## src/rtl/fifo_burst_reader_pkg.sv

```systemverilog
// ---------------------------------------------------------------------------
// fifo_burst_reader_pkg
//
// Shared definitions for the FIFO burst reader and its skid buffer:
//   - state_t and ST_* constants : 2-bit state encoding of the burst FSM
//   - SKID_DEPTH                 : number of entries in the output skid buffer
//   - skid_occupancy()           : buffered + in-flight words after this cycle's accept
// ---------------------------------------------------------------------------
package fifo_burst_reader_pkg;

    // Burst FSM encoding, kept as plain constants so older code that compares
    // raw 2-bit state values keeps working.
    typedef logic [1:0] state_t;

    localparam state_t ST_IDLE  = 2'd0;
    localparam state_t ST_READ  = 2'd1;
    localparam state_t ST_DRAIN = 2'd2;
    localparam state_t ST_DONE  = 2'd3;

    // Two entries are enough to cover the one-cycle FIFO read latency while
    // still sustaining one word per cycle.
    localparam int SKID_DEPTH = 2;

    // Words that will occupy the skid buffer once this cycle's accept has
    // left and the in-flight word has landed. A new pop is only safe while
    // this stays below SKID_DEPTH.
    function automatic logic [2:0] skid_occupancy(
        input logic [1:0] buf_count,
        input logic       inflight,
        input logic       accept
    );
        return {1'b0, buf_count} + {2'b00, inflight} - {2'b00, accept};
    endfunction

endpackage

```

## src/rtl/fifo_burst_reader_skid.sv

```systemverilog
// ---------------------------------------------------------------------------
// stream_skid_buf
//
// Two-entry FIFO-ordered buffer between the upstream FIFO read port and the
// downstream stream. A push and a pop in the same cycle are both honoured,
// including when the buffer is full.
//
// Ports:
//   clk, reset   : clock, synchronous active-high reset (clears contents)
//   push         : enqueue push_data this cycle
//   push_data    : word to enqueue
//   pop          : dequeue the head word this cycle
//   count        : number of valid entries (0..2)
//   head         : oldest entry (meaningful only while count != 0)
// ---------------------------------------------------------------------------
module stream_skid_buf #(
    parameter int DATA_WIDTH = 8
) (
    input  logic                  clk,
    input  logic                  reset,
    input  logic                  push,
    input  logic [DATA_WIDTH-1:0] push_data,
    input  logic                  pop,
    output logic [1:0]            count,
    output logic [DATA_WIDTH-1:0] head
);
    import fifo_burst_reader_pkg::*;

    logic [DATA_WIDTH-1:0] mem [SKID_DEPTH];
    logic                  rd_ptr;
    logic                  wr_ptr;
    logic                  do_push;
    logic                  do_pop;

    // A pop frees the head slot this cycle, so a full buffer can still take
    // a push when it is popped at the same time.
    assign do_pop  = pop && (count != 2'd0);
    assign do_push = push && ((count != 2'(SKID_DEPTH)) || do_pop);

    // Storage, pointers and occupancy; contents are cleared on reset so that
    // stale words never reappear on the stream.
    always_ff @(posedge clk) begin
        if (reset) begin
            for (int i = 0; i < SKID_DEPTH; i++) begin
                mem[i] <= '0;
            end
            rd_ptr <= 1'b0;
            wr_ptr <= 1'b0;
            count  <= 2'd0;
        end else begin
            if (do_push) begin
                mem[wr_ptr] <= push_data;
                wr_ptr      <= ~wr_ptr;
            end
            if (do_pop) begin
                rd_ptr <= ~rd_ptr;
            end
            case ({do_push, do_pop})
                2'b10:   count <= count + 2'd1;
                2'b01:   count <= count - 2'd1;
                default: count <= count;
            endcase
        end
    end

    assign head = mem[rd_ptr];

endmodule

```

## src/rtl/fifo_burst_reader.sv

```systemverilog
// ---------------------------------------------------------------------------
// fifo_burst_reader
//
// Reads a burst of burst_len words from an upstream FIFO (one-cycle read
// latency) and presents them as a valid/ready stream, flagging the final
// word with m_last and pulsing done once the burst has been delivered.
//
// Ports:
//   clk, reset   : clock, synchronous active-high reset
//   start        : burst request pulse, honoured only when idle
//   burst_len    : number of words in the burst, sampled with start
//   fifo_empty   : upstream FIFO empty flag
//   fifo_r_en    : upstream FIFO read strobe (combinational)
//   fifo_rdata   : upstream read data, valid the cycle after a pop
//   m_valid      : stream word valid
//   m_ready      : downstream accept
//   m_data       : stream word (zero while m_valid is low)
//   m_last       : final word of the burst
//   busy         : a burst is in progress
//   done         : one-cycle pulse when the burst completes
// ---------------------------------------------------------------------------
module fifo_burst_reader #(
    parameter int DATA_WIDTH = 8,
    parameter int LEN_WIDTH  = 8
) (
    input  logic                  clk,
    input  logic                  reset,
    input  logic                  start,
    input  logic [LEN_WIDTH-1:0]  burst_len,
    input  logic                  fifo_empty,
    output logic                  fifo_r_en,
    input  logic [DATA_WIDTH-1:0] fifo_rdata,
    output logic                  m_valid,
    input  logic                  m_ready,
    output logic [DATA_WIDTH-1:0] m_data,
    output logic                  m_last,
    output logic                  busy,
    output logic                  done
);
    import fifo_burst_reader_pkg::*;

    state_t                state;
    state_t                next_state;
    logic [LEN_WIDTH-1:0]  len_q;
    logic [LEN_WIDTH-1:0]  issued;
    logic [LEN_WIDTH-1:0]  delivered;
    logic                  inflight;
    logic [1:0]            buf_count;
    logic [DATA_WIDTH-1:0] buf_head;
    logic                  accept;
    logic                  pop;
    logic                  start_ok;

    assign start_ok = (state == ST_IDLE) && start && (burst_len != '0);
    assign accept   = m_valid && m_ready;

    // Read strobe: only in READ, only while words remain to be issued, and
    // only if the word will have a free skid slot when it lands next cycle.
    // Gated by reset so nothing is popped in the reset cycle itself.
    assign fifo_r_en = (state == ST_READ)
                    && !fifo_empty
                    && (issued < len_q)
                    && (skid_occupancy(buf_count, inflight, accept) < 3'd2)
                    && !reset;

    assign pop = fifo_r_en && !fifo_empty;

    // The popped word arrives one cycle later and is pushed into the skid
    // buffer on the same edge that any accepted head word leaves it.
    stream_skid_buf #(
        .DATA_WIDTH (DATA_WIDTH)
    ) u_skid (
        .clk       (clk),
        .reset     (reset),
        .push      (inflight),
        .push_data (fifo_rdata),
        .pop       (accept),
        .count     (buf_count),
        .head      (buf_head)
    );

    assign m_valid = (buf_count != 2'd0);
    assign m_data  = m_valid ? buf_head : '0;
    assign m_last  = m_valid && (delivered == (len_q - LEN_WIDTH'(1)));
    assign busy    = (state != ST_IDLE);
    assign done    = (state == ST_DONE);

    // Next-state logic. READ hands over to DRAIN once every word has been
    // issued; the remaining words are delivered from the skid buffer.
    always_comb begin
        next_state = state;
        case (state)
            ST_IDLE: begin
                if (start_ok) begin
                    next_state = ST_READ;
                end
            end
            ST_READ: begin
                if (issued == len_q) begin
                    next_state = ST_DRAIN;
                end
            end
            ST_DRAIN: begin
                if (accept && m_last) begin
                    next_state = ST_DONE;
                end
            end
            ST_DONE: begin
                next_state = ST_IDLE;
            end
            default: begin
                next_state = ST_IDLE;
            end
        endcase
    end

    // State, burst length and progress counters. A new burst clears the
    // counters; otherwise issued follows pops and delivered follows accepts.
    always_ff @(posedge clk) begin
        if (reset) begin
            state     <= ST_IDLE;
            len_q     <= '0;
            issued    <= '0;
            delivered <= '0;
            inflight  <= 1'b0;
        end else begin
            state    <= next_state;
            inflight <= pop;
            if (start_ok) begin
                len_q     <= burst_len;
                issued    <= '0;
                delivered <= '0;
            end else begin
                if (pop) begin
                    issued <= issued + LEN_WIDTH'(1);
                end
                if (accept) begin
                    delivered <= delivered + LEN_WIDTH'(1);
                end
            end
        end
    end

endmodule

```

## config.mk

```make
export PLATFORM = sky130hd
export DESIGN_NAME = fifo_burst_reader
export DESIGN_NICKNAME = d
export VERILOG_FILES = /design/src/rtl/fifo_burst_reader_pkg.sv /design/src/rtl/fifo_burst_reader_skid.sv /design/src/rtl/fifo_burst_reader.sv
export SDC_FILE = /design/constraint.sdc
export NUM_CORES = 1
export LEC_CHECK = 0
export CELL_PAD_IN_SITES_DETAIL_PLACEMENT = 1
export CELL_PAD_IN_SITES_GLOBAL_PLACEMENT = 1
export CORE_MARGIN = 8
export CORE_UTILIZATION = 42
export CTS_CLUSTER_SIZE = 14
export DETAILED_ROUTE_END_ITERATION = 6
export PLACE_DENSITY_LB_ADDON = 0.1
export RECOVER_POWER = 100
export SETUP_SLACK_MARGIN = 0.4
export SLEW_MARGIN = 20
export SYNTH_ARGS = -nofsm -noshare
export SYNTH_HDL_FRONTEND = slang
export SYNTH_SLANG_ARGS = --single-unit
```

## constraint.sdc

```tcl
create_clock -name clk -period 3.8 [get_ports clk]
set_input_delay 0.76 -clock clk [delete_from_list [all_inputs] [get_ports clk]]
set_output_delay 0.76 -clock clk [all_outputs]
set_load 0.01 [all_outputs]
```

* After elaboration in Yosys (flattened, before gate mapping)
Memory sizes are Yosys's and may differ from the RTL's. A register that Yosys moved wholly into a read port is not among the register bits.
Cells that the tools add are included.
** Cells by class
- Add/sub/neg operators :: 7
- $lt $le $gt $ge :: 2
- Equality and inequality tests :: 11
- Multiplexer cells :: 16
- Bitwise gates (word level) :: 2
- Reduce and logical (&&, ||, !) cells :: 23
** Operators by type and width (count)
- $add 8x1->8 const B :: 2
- $eq 8x8->1 :: 2
- $mux 8 :: 2
- $logic_and 1x1->1 :: 12
- $mux 1 :: 9
- $lt 8x8->1 :: 1
- $pmux 2 s4 :: 1
- $reduce_bool 8->1 :: 1
- $reduce_or 8->1 :: 1
- $sub 8x1->8 const B :: 1
- $eq 2x2->1 const B :: 3
- $mux 2 :: 3
- $ne 2x2->1 const B :: 3
- $reduce_bool 2->1 :: 3
- $eq 2x1->1 const B :: 2
- $pmux 2 s2 :: 1
- $add 2x1->3 :: 1
- $lt 3x2->1 const B :: 1
- $reduce_and 3->1 :: 1
- $sub 3x1->3 :: 1
- $add 2x1->2 const B :: 1
- $logic_not 1->1 :: 2
- $logic_not 2->1 :: 1
- $ne 2x1->1 const B :: 1
- other kinds (4) :: 5
** Storage, ports and cells
- Bits in registers :: 31
- Bits in writable memories :: 16
- Bits of input ports :: 21
- Output and inout bits :: 13
- Logic and storage cells :: 70
- Memories kept :: 1
** Memory list
- u_skid.mem :: depth 2, bits a word 8, rd ports 1, clocked after memory_dff 1, wr ports 2, RTL line fifo_burst_reader_skid.sv:29 : logic [DATA_WIDTH-1:0] mem [SKID_DEPTH];

* Logic depth before layout (Yosys ltp)
Gate-level depths: netlist (run 1).
- Word-level depth :: 10
- Depth in mapped cells :: 12
- Gate-level depth less buffers :: 10

* Hierarchy
A second synthesis (run 1) with hierarchy kept.
** Second synthesis, totals
- Cell total of the unflattened synthesis :: 303
- Area, all modules :: 2892.8 µm²
** By module, submodules not included
- fifo_burst_reader :: times used 1, cells an instance 237, area an instance 1939.4 µm², sequential area each 540.5 µm²
- stream_skid_buf :: times used 1, cells an instance 66, area an instance 953.4 µm², sequential area each 580.6 µm²

* Worst setup path after synthesis (run 1)
Ideal clock, no wire load.
- Path kind :: in2out
- Start point :: input port m_ready
- End point :: output port fifo_r_en
- Arrival time :: 2515 ps
- Data required time :: 3040 ps
- Slack :: 525 ps
- Stages :: 8
- Path buffers :: 1
- Path through :: o21a_1 -> buf_2 -> ha_1 -> nor2b_1 -> fa_1 -> nor3_1 -> nand4b_1 -> a221oi_4
** Between the ends
- Word-level cells in the longest chain between the ends :: 5
** Ends and longest elaborated chain
- start, declared :: RTL line fifo_burst_reader.sv:34 : input logic m_ready,
- $logic_and 1x1->1 :: RTL line fifo_burst_reader.sv:55 : assign accept = m_valid && m_ready;
- net accept :: RTL line fifo_burst_reader.sv:50 : logic accept;
- $sub 3x1->3 :: RTL line fifo_burst_reader_pkg.sv:32 : return {1'b0, buf_count} + {2'b00, inflight} - {2'b00, accept};
- $lt 3x2->1 :: RTL line fifo_burst_reader.sv:63 : && (skid_occupancy(buf_count, inflight, accept) < 3'd2)
- $logic_and 1x1->1 :: RTL line fifo_burst_reader.sv:63
- $logic_and 1x1->1 :: RTL line fifo_burst_reader.sv:64 : && !reset;
- end, declared :: RTL line fifo_burst_reader.sv:31 : output logic fifo_r_en,
The timed path passes the listed nets, and every way through them passes these cells.

* Worst setup path in the final report (run 1)
- Start point :: input port m_ready
- End point :: output port fifo_r_en
** Between the ends
- Word-level cells in the longest chain between the ends :: 5
** Ends and longest elaborated chain (RTL line)
- $logic_and 1x1->1 :: fifo_burst_reader.sv:55
- $sub 3x1->3 :: fifo_burst_reader_pkg.sv:32
- $lt 3x2->1 :: fifo_burst_reader.sv:63
- $logic_and 1x1->1 :: fifo_burst_reader.sv:63
- $logic_and 1x1->1 :: fifo_burst_reader.sv:64
No other way between the ends.

==> reports/metrics.yaml, run 1 <==
run_status:
  status: "finished clean"
synth:
  synthesis.area_sq_um: 2620
  ys_async_sr_fraction_pct: 0
  syn_inst: 276
  syn_nets: 316
  synth-edff-count: 16
  ys.flop_type: "dfxtp_1"
  seq_area_frac_synth_pct: 42.9
  synth_cell_types: 42
  ys_ff_latch: 48
  ys_warn_count: 0
  syn_avg_cell_area_sq_um: 9.48
power_and_ir_drop:
  leakage_uw: 0.00116
  ir_worst_vdd_mv: 0.335
  p_per_area_nw_per_um2: 468
detailed_routing:
  drt_pass1_iterations: 4
  via_per_inst: 5.15
  antenna_left: 0
  drt_iter0_drc: 35
  vias: 2005
  wl_per_cell_um: 15.2
  wl_um: 5930
  drc: 0
  top_layer: "met4"
  wl_met1_um: 2960
  wl_met3_um: 155
  dr_wl_met2_um: 2760
global_routing:
  grt_start_max_net_pins: 22
  antenna_found_initial: 0
  grt_pass1_vias: 2099
  grt_pass1_wl_um: 9870
  grt_use_total_pct: 13.7
  grt-ovfl-total: 0
clocking:
  cts-root-buf: "clkbuf_8"
  clk_latency_ps: 290
  cts_htree_levels: 2
  cts_tree: "built"
  cts_buffers: 5
  cts_max_path_buffers: 2
  path_clk_slew_ps: 80
  clock-sinks: 48
setup_path:
  critical_path.startpoint_type: "input pin"
  cp.required_ps: 3040
  startpoint: "m_ready"
  cp.arrival_ps: 2630
  end_kind: "primary output"
  cp_max_fo: 2
  critical_path_class: "input pin to primary output"
  rr_startpoint: "u_skid.count[0]$_SDFFE_PP0P_"
timing:
  fmax_mhz: 295
  hold_viol: 0
  rsz0062_at_grt: "yes"
  setup_viol: 0
  relSlewSlack_pct: 41.1
  worst_slew_pin_slew_ps: 883
  fin_crit_sh_pct: 89.2
  finalWorstSetupSlack_ps: 410
  slew_viol_final: 0
  finalSetupTns_ps: 0
  final.min_clock_period_ps: 3390
  timing.hold.ws_ps: 507
  clock_skew_ps: 3.29
placed_design:
  dp.cells: 379
  hpwl_um: 4560
  portBuffers: 33
  pre_cts_slack_ps: -365
  gp_congestion: 0.738
floorplan:
  core_area_sq_um: 5960
  fp.dieH_um: 94.9
  initial_core_util_pct: 43.9
  rows: 28
  io_pins: 34
  dieWidth_um: 94.9
  die_area_sq_um: 9010
hold_path:
  hold_start: "len_q[1]$_SDFFE_PP0P_"
  hold_path_class: "register to register"
job:
  drv_cap: 0
final_layout:
  drive_gt1_share_pct: 4.46
  instances_no_fill: 389
  mostFrequentLayoutCells: "nor2_1, dfxtp_1, ha_1, clkdlybuf4s50_1"
  nets: 354
  final_core_util_pct: 52.2
  final_common_cell: "nor2_1"
  num_antenna_cells: 0
  area_delta_synth_final_pct: 18.8
[synth_stat cells (11+ instances only)]
master    instances  area (sq um)
nor2_1           34           128
xor2_1           13           114
and2_1           19           119
inv_1            16          60.1
mux2i_1          11           110
nand3_1          14          70.1
a21oi_1          12          60.1
dfxtp_1          32           641
xnor2_1          15           131
ha_1             18           225
nand2_1          14          52.6
edfxtp_1         16           480
[worst paths after layout]
check                           endpoint  slack, ps  cells after the start
hold / removal     len_q[1]$_SDFFE_PP0P_        510                      2
setup reg to reg  issued[7]$_SDFFE_PP0P_        830                     11
hold reg to reg    len_q[1]$_SDFFE_PP0P_        510                      2
setup / recovery               fifo_r_en        410                      9
[registers in the layout, summed over array words and instances, names as in the netlist, named ones only]
register	flops
delivered	8
inflight	1
issued	8
len_q	8
state	2
u_skid.count	2
u_skid.mem	16
u_skid.rd_ptr	1
u_skid.wr_ptr	1
[per-layer routing]
metal	vias to the layer above	global-route usage (%)
met5	-	0
met4	0	3.51
met3	6	2.94
met2	24	22.6
met1	955	17.9
li1	1020	-
[cells by family after synthesis]
kind of cell             after synthesis  share of synthesized area [%]
multiplexers                          11                           4.21
AO/OA/AOI/OAI                         30                           8.27
buffers and inverters                 27                           3.92
AND/OR/NAND/NOR                      113                           22.0
flip-flops                            48                           42.9
adder cells (fa/ha/maj)               19                           9.37
XOR/XNOR                              28                           9.37
[layout make-up]
cell class / count / area [sq um]
clock buffer: 5 / 68.8
sequential: 48 / 1120
fill: 696 / 2850
inverter: 17 / 63.8
multi-input combinational: 201 / 1380
tap: 75 / 93.8
timing repair buffer: 41 / 363
clock inverter: 2 / 12.5
[timing repair]
action | 4_1_cts | 5_1_grt
setup endpoints to repair | 1 | 2
pin swaps | 4 | 5
hold buffers | 0 | 0
buffers inserted | 1 | 2
resized for setup | 11 | 3
[critical path, stage by stage]
cell and delay (ps):
clkbuf_1 100, o21a_1 160, ha_1 230, nor2b_1 160
fa_1 430, nor3_1 140, nand4b_1 190, a221oi_4 260
clkbuf_1 200
[metrics by stage]
| step | instance area [sq um] | total power (uW) |
|---|---|---|
| 5_1_grt | 3110 | 1550 |
| 3_5_place_dp | 3040 | 1200 |
| 3_3_place_gp | 3040 | 1180 |
| 6_report | 3110 | 1450 |
| 4_1_cts | 3130 | 1500 |
| 2_1_floorplan | 2620 | 1010 |
[power by group]
part           total (uW)  switching, uW  internal [uW]
Clock                 292            167            125
Combinational         519            287            232
Sequential            643           60.8            582
No activity file was read; power rests on OpenSTA's default activity.
==> run 2, diff against run 1 <==
CORE_ASPECT_RATIO = 0.8   (was default)
clock period = 3.2 ns   (was 3.8 ns; I/O delays follow)
==> run 2 against run 1 <==
Effect of this change:
- clock power rose by 50%
- global-route usage rose by 0.77 points
- critical endpoint unchanged
- total power rose by 31%
- sequential power rose by 18%
- largest power group unchanged
- count of clock-buffer cells in the layout did not move
==> reports/metrics.yaml, run 2 (same netlist as run 1, synthesis figures left out) <==
power_and_ir_drop:
  leakage_uw: 0.00123
  finalPower_uw: 1910
  p_per_area_nw_per_um2: 586
  ir_worst_vdd_mv: 0.323
placed_design:
  hpwl_um: 5000
  gp_congestion: 0.748
  portBuffers: 33
  placed_cell_area_sq_um: 3110
setup_path:
  rr_startpoint: "u_skid.count[1]$_SDFFE_PP0P_"
  reg2reg_depth: 11
  ff2ff_setup_slack_ps: 460
  critical_path.startpoint_type: "register"
  cp_max_fo: 2
  critical_path_class: "register to primary output"
  r2r-end: "issued[7]$_SDFFE_PP0P_"
  cp.arrival_ps: 2360
  end_kind: "primary output"
  cp.required_ps: 2560
run_status:
  status: "finished clean"
global_routing:
  grt_use_total_pct: 14.5
  grt_start_max_net_pins: 22
  grt-ovfl-total: 0
  grt_pass1_vias: 2219
  antenna_found_initial: 0
  grt_pass1_wl_um: 10500
timing:
  setup_viol: 0
  relSlewSlack_pct: 43.5
  worst_slew_pin_slew_ps: 847
  final.min_clock_period_ps: 3000
  slew_viol_final: 0
  rsz0062_at_grt: "yes"
  clock_skew_ps: 9.87
  fmax_mhz: 333
  hold_viol: 0
  fin_crit_sh_pct: 93.9
floorplan:
  dieWidth_um: 104
  initial_core_util_pct: 43.8
  fp.dieH_um: 86.6
  core_area_sq_um: 5970
  die_area_sq_um: 9030
  rows: 25
  io_pins: 34
detailed_routing:
  dr_wl_met2_um: 3050
  antenna_left: 0
  wl_um: 6370
  wl_met3_um: 266
  wl_per_cell_um: 15.7
  top_layer: "met4"
  vias: 2108
  drc: 0
  wl_met1_um: 3010
  drt_iter0_drc: 34
  drt_pass1_iterations: 4
  via_per_inst: 5.19
clocking:
  clk_latency_ps: 310
  cts-root-buf: "clkbuf_8"
  cts_tree: "built"
  clock-sinks: 48
  cts_max_path_buffers: 2
  ctsHoldBuffers: 0
  cts_buffers: 5
  cts_htree_levels: 2
  path_clk_slew_ps: 90
hold_path:
  hold_path_class: "register to register"
  min_to: "len_q[6]$_SDFFE_PP0P_"
  hold_start: "len_q[6]$_SDFFE_PP0P_"
  hold_depth: 2
final_layout:
  largest_register_ffs: 16
  top_register: "u_skid.mem"
  area_delta_synth_final_pct: 24.6
  drive_gt1_share_pct: 10.2
  mostFrequentLayoutCells: "nor2_1, dfxtp_1, clkdlybuf4s50_1"
  fin_area_sq_um: 3260
  num_antenna_cells: 0
  nets: 364
  final_common_cell: "nor2_1"
job:
  drv_cap: 0
[run 2: layer usage]
| layer | track usage, % | vias to the layer above |
|---|---|---|
| met5 | 0 | - |
| met4 | 3.54 | 0 |
| met3 | 4.60 | 7 |
| met2 | 25.2 | 27 |
| met1 | 17.1 | 1032 |
| li1 | - | 1042 |
[run 2: worst max-delay path, stage by stage, from the launching register on]
cell and delay [ps]:
dfxtp_1 330, o21a_4 230, ha_4 230, nor2b_2 120
fa_1 430, nor3_2 110, nand4b_1 180, a221oi_4 250
clkbuf_1 180
[run 2: cell type report]
class / count / area [sq um]
well taps: 81 / 101
fillers: 672 / 2710
multi-input cells: 201 / 1420
repair buffers: 51 / 435
clock buffers: 5 / 68.8
inverters: 17 / 63.8
clock inverters: 3 / 42.5
flip-flops and latches: 48 / 1130
[run 2: how the worst max path moves through the flow]
stage / to / start / depth (start not counted) / slack (ps)
2_1_floorplan: fifo_r_en / m_ready / 8 / 210
3_3_place_gp: fifo_r_en / m_ready / 9 / -730
3_5_place_dp: fifo_r_en / m_ready / 9 / -780
4_1_cts: fifo_r_en / u_skid.count[1]$_SDFFE_PP0P_ / 8 / 160
5_1_grt: fifo_r_en / u_skid.count[1]$_SDFFE_PP0P_ / 8 / 60
6_report: fifo_r_en / u_skid.count[1]$_SDFFE_PP0P_ / 8 / 200
[run 2: power breakdown]
part	switching [uW]	leakage (uW)	internal (uW)
Combinational	385	0.000752	329
Clock	208	0.0000541	231
Sequential	65.6	0.000427	693
[run 2: what timing repair did]
item / CTS / global route
pin swaps: 8 / 3
buffers inserted: 5 / 2
setup endpoints to repair: 10 / 2
resized for setup: 27 / 0
[run 2: stage by stage]
| step | worst slack (ps) | util (%) | cells | hold WS [ps] | TNS (ps) |
|---|---|---|---|---|---|
| after floorplan | 206 | - | 276 | 459 | 0 |
| after global placement | -725 | 52.0 | 391 | 479 | -1640 |
| after detailed placement | -780 | 52.0 | 391 | 489 | -2320 |
| after CTS | 157 | 55.2 | 404 | 502 | 0 |
| after global routing | 58.5 | 54.6 | 406 | 537 | 0 |
| final | 197 | 54.6 | 406 | 495 | 0 |
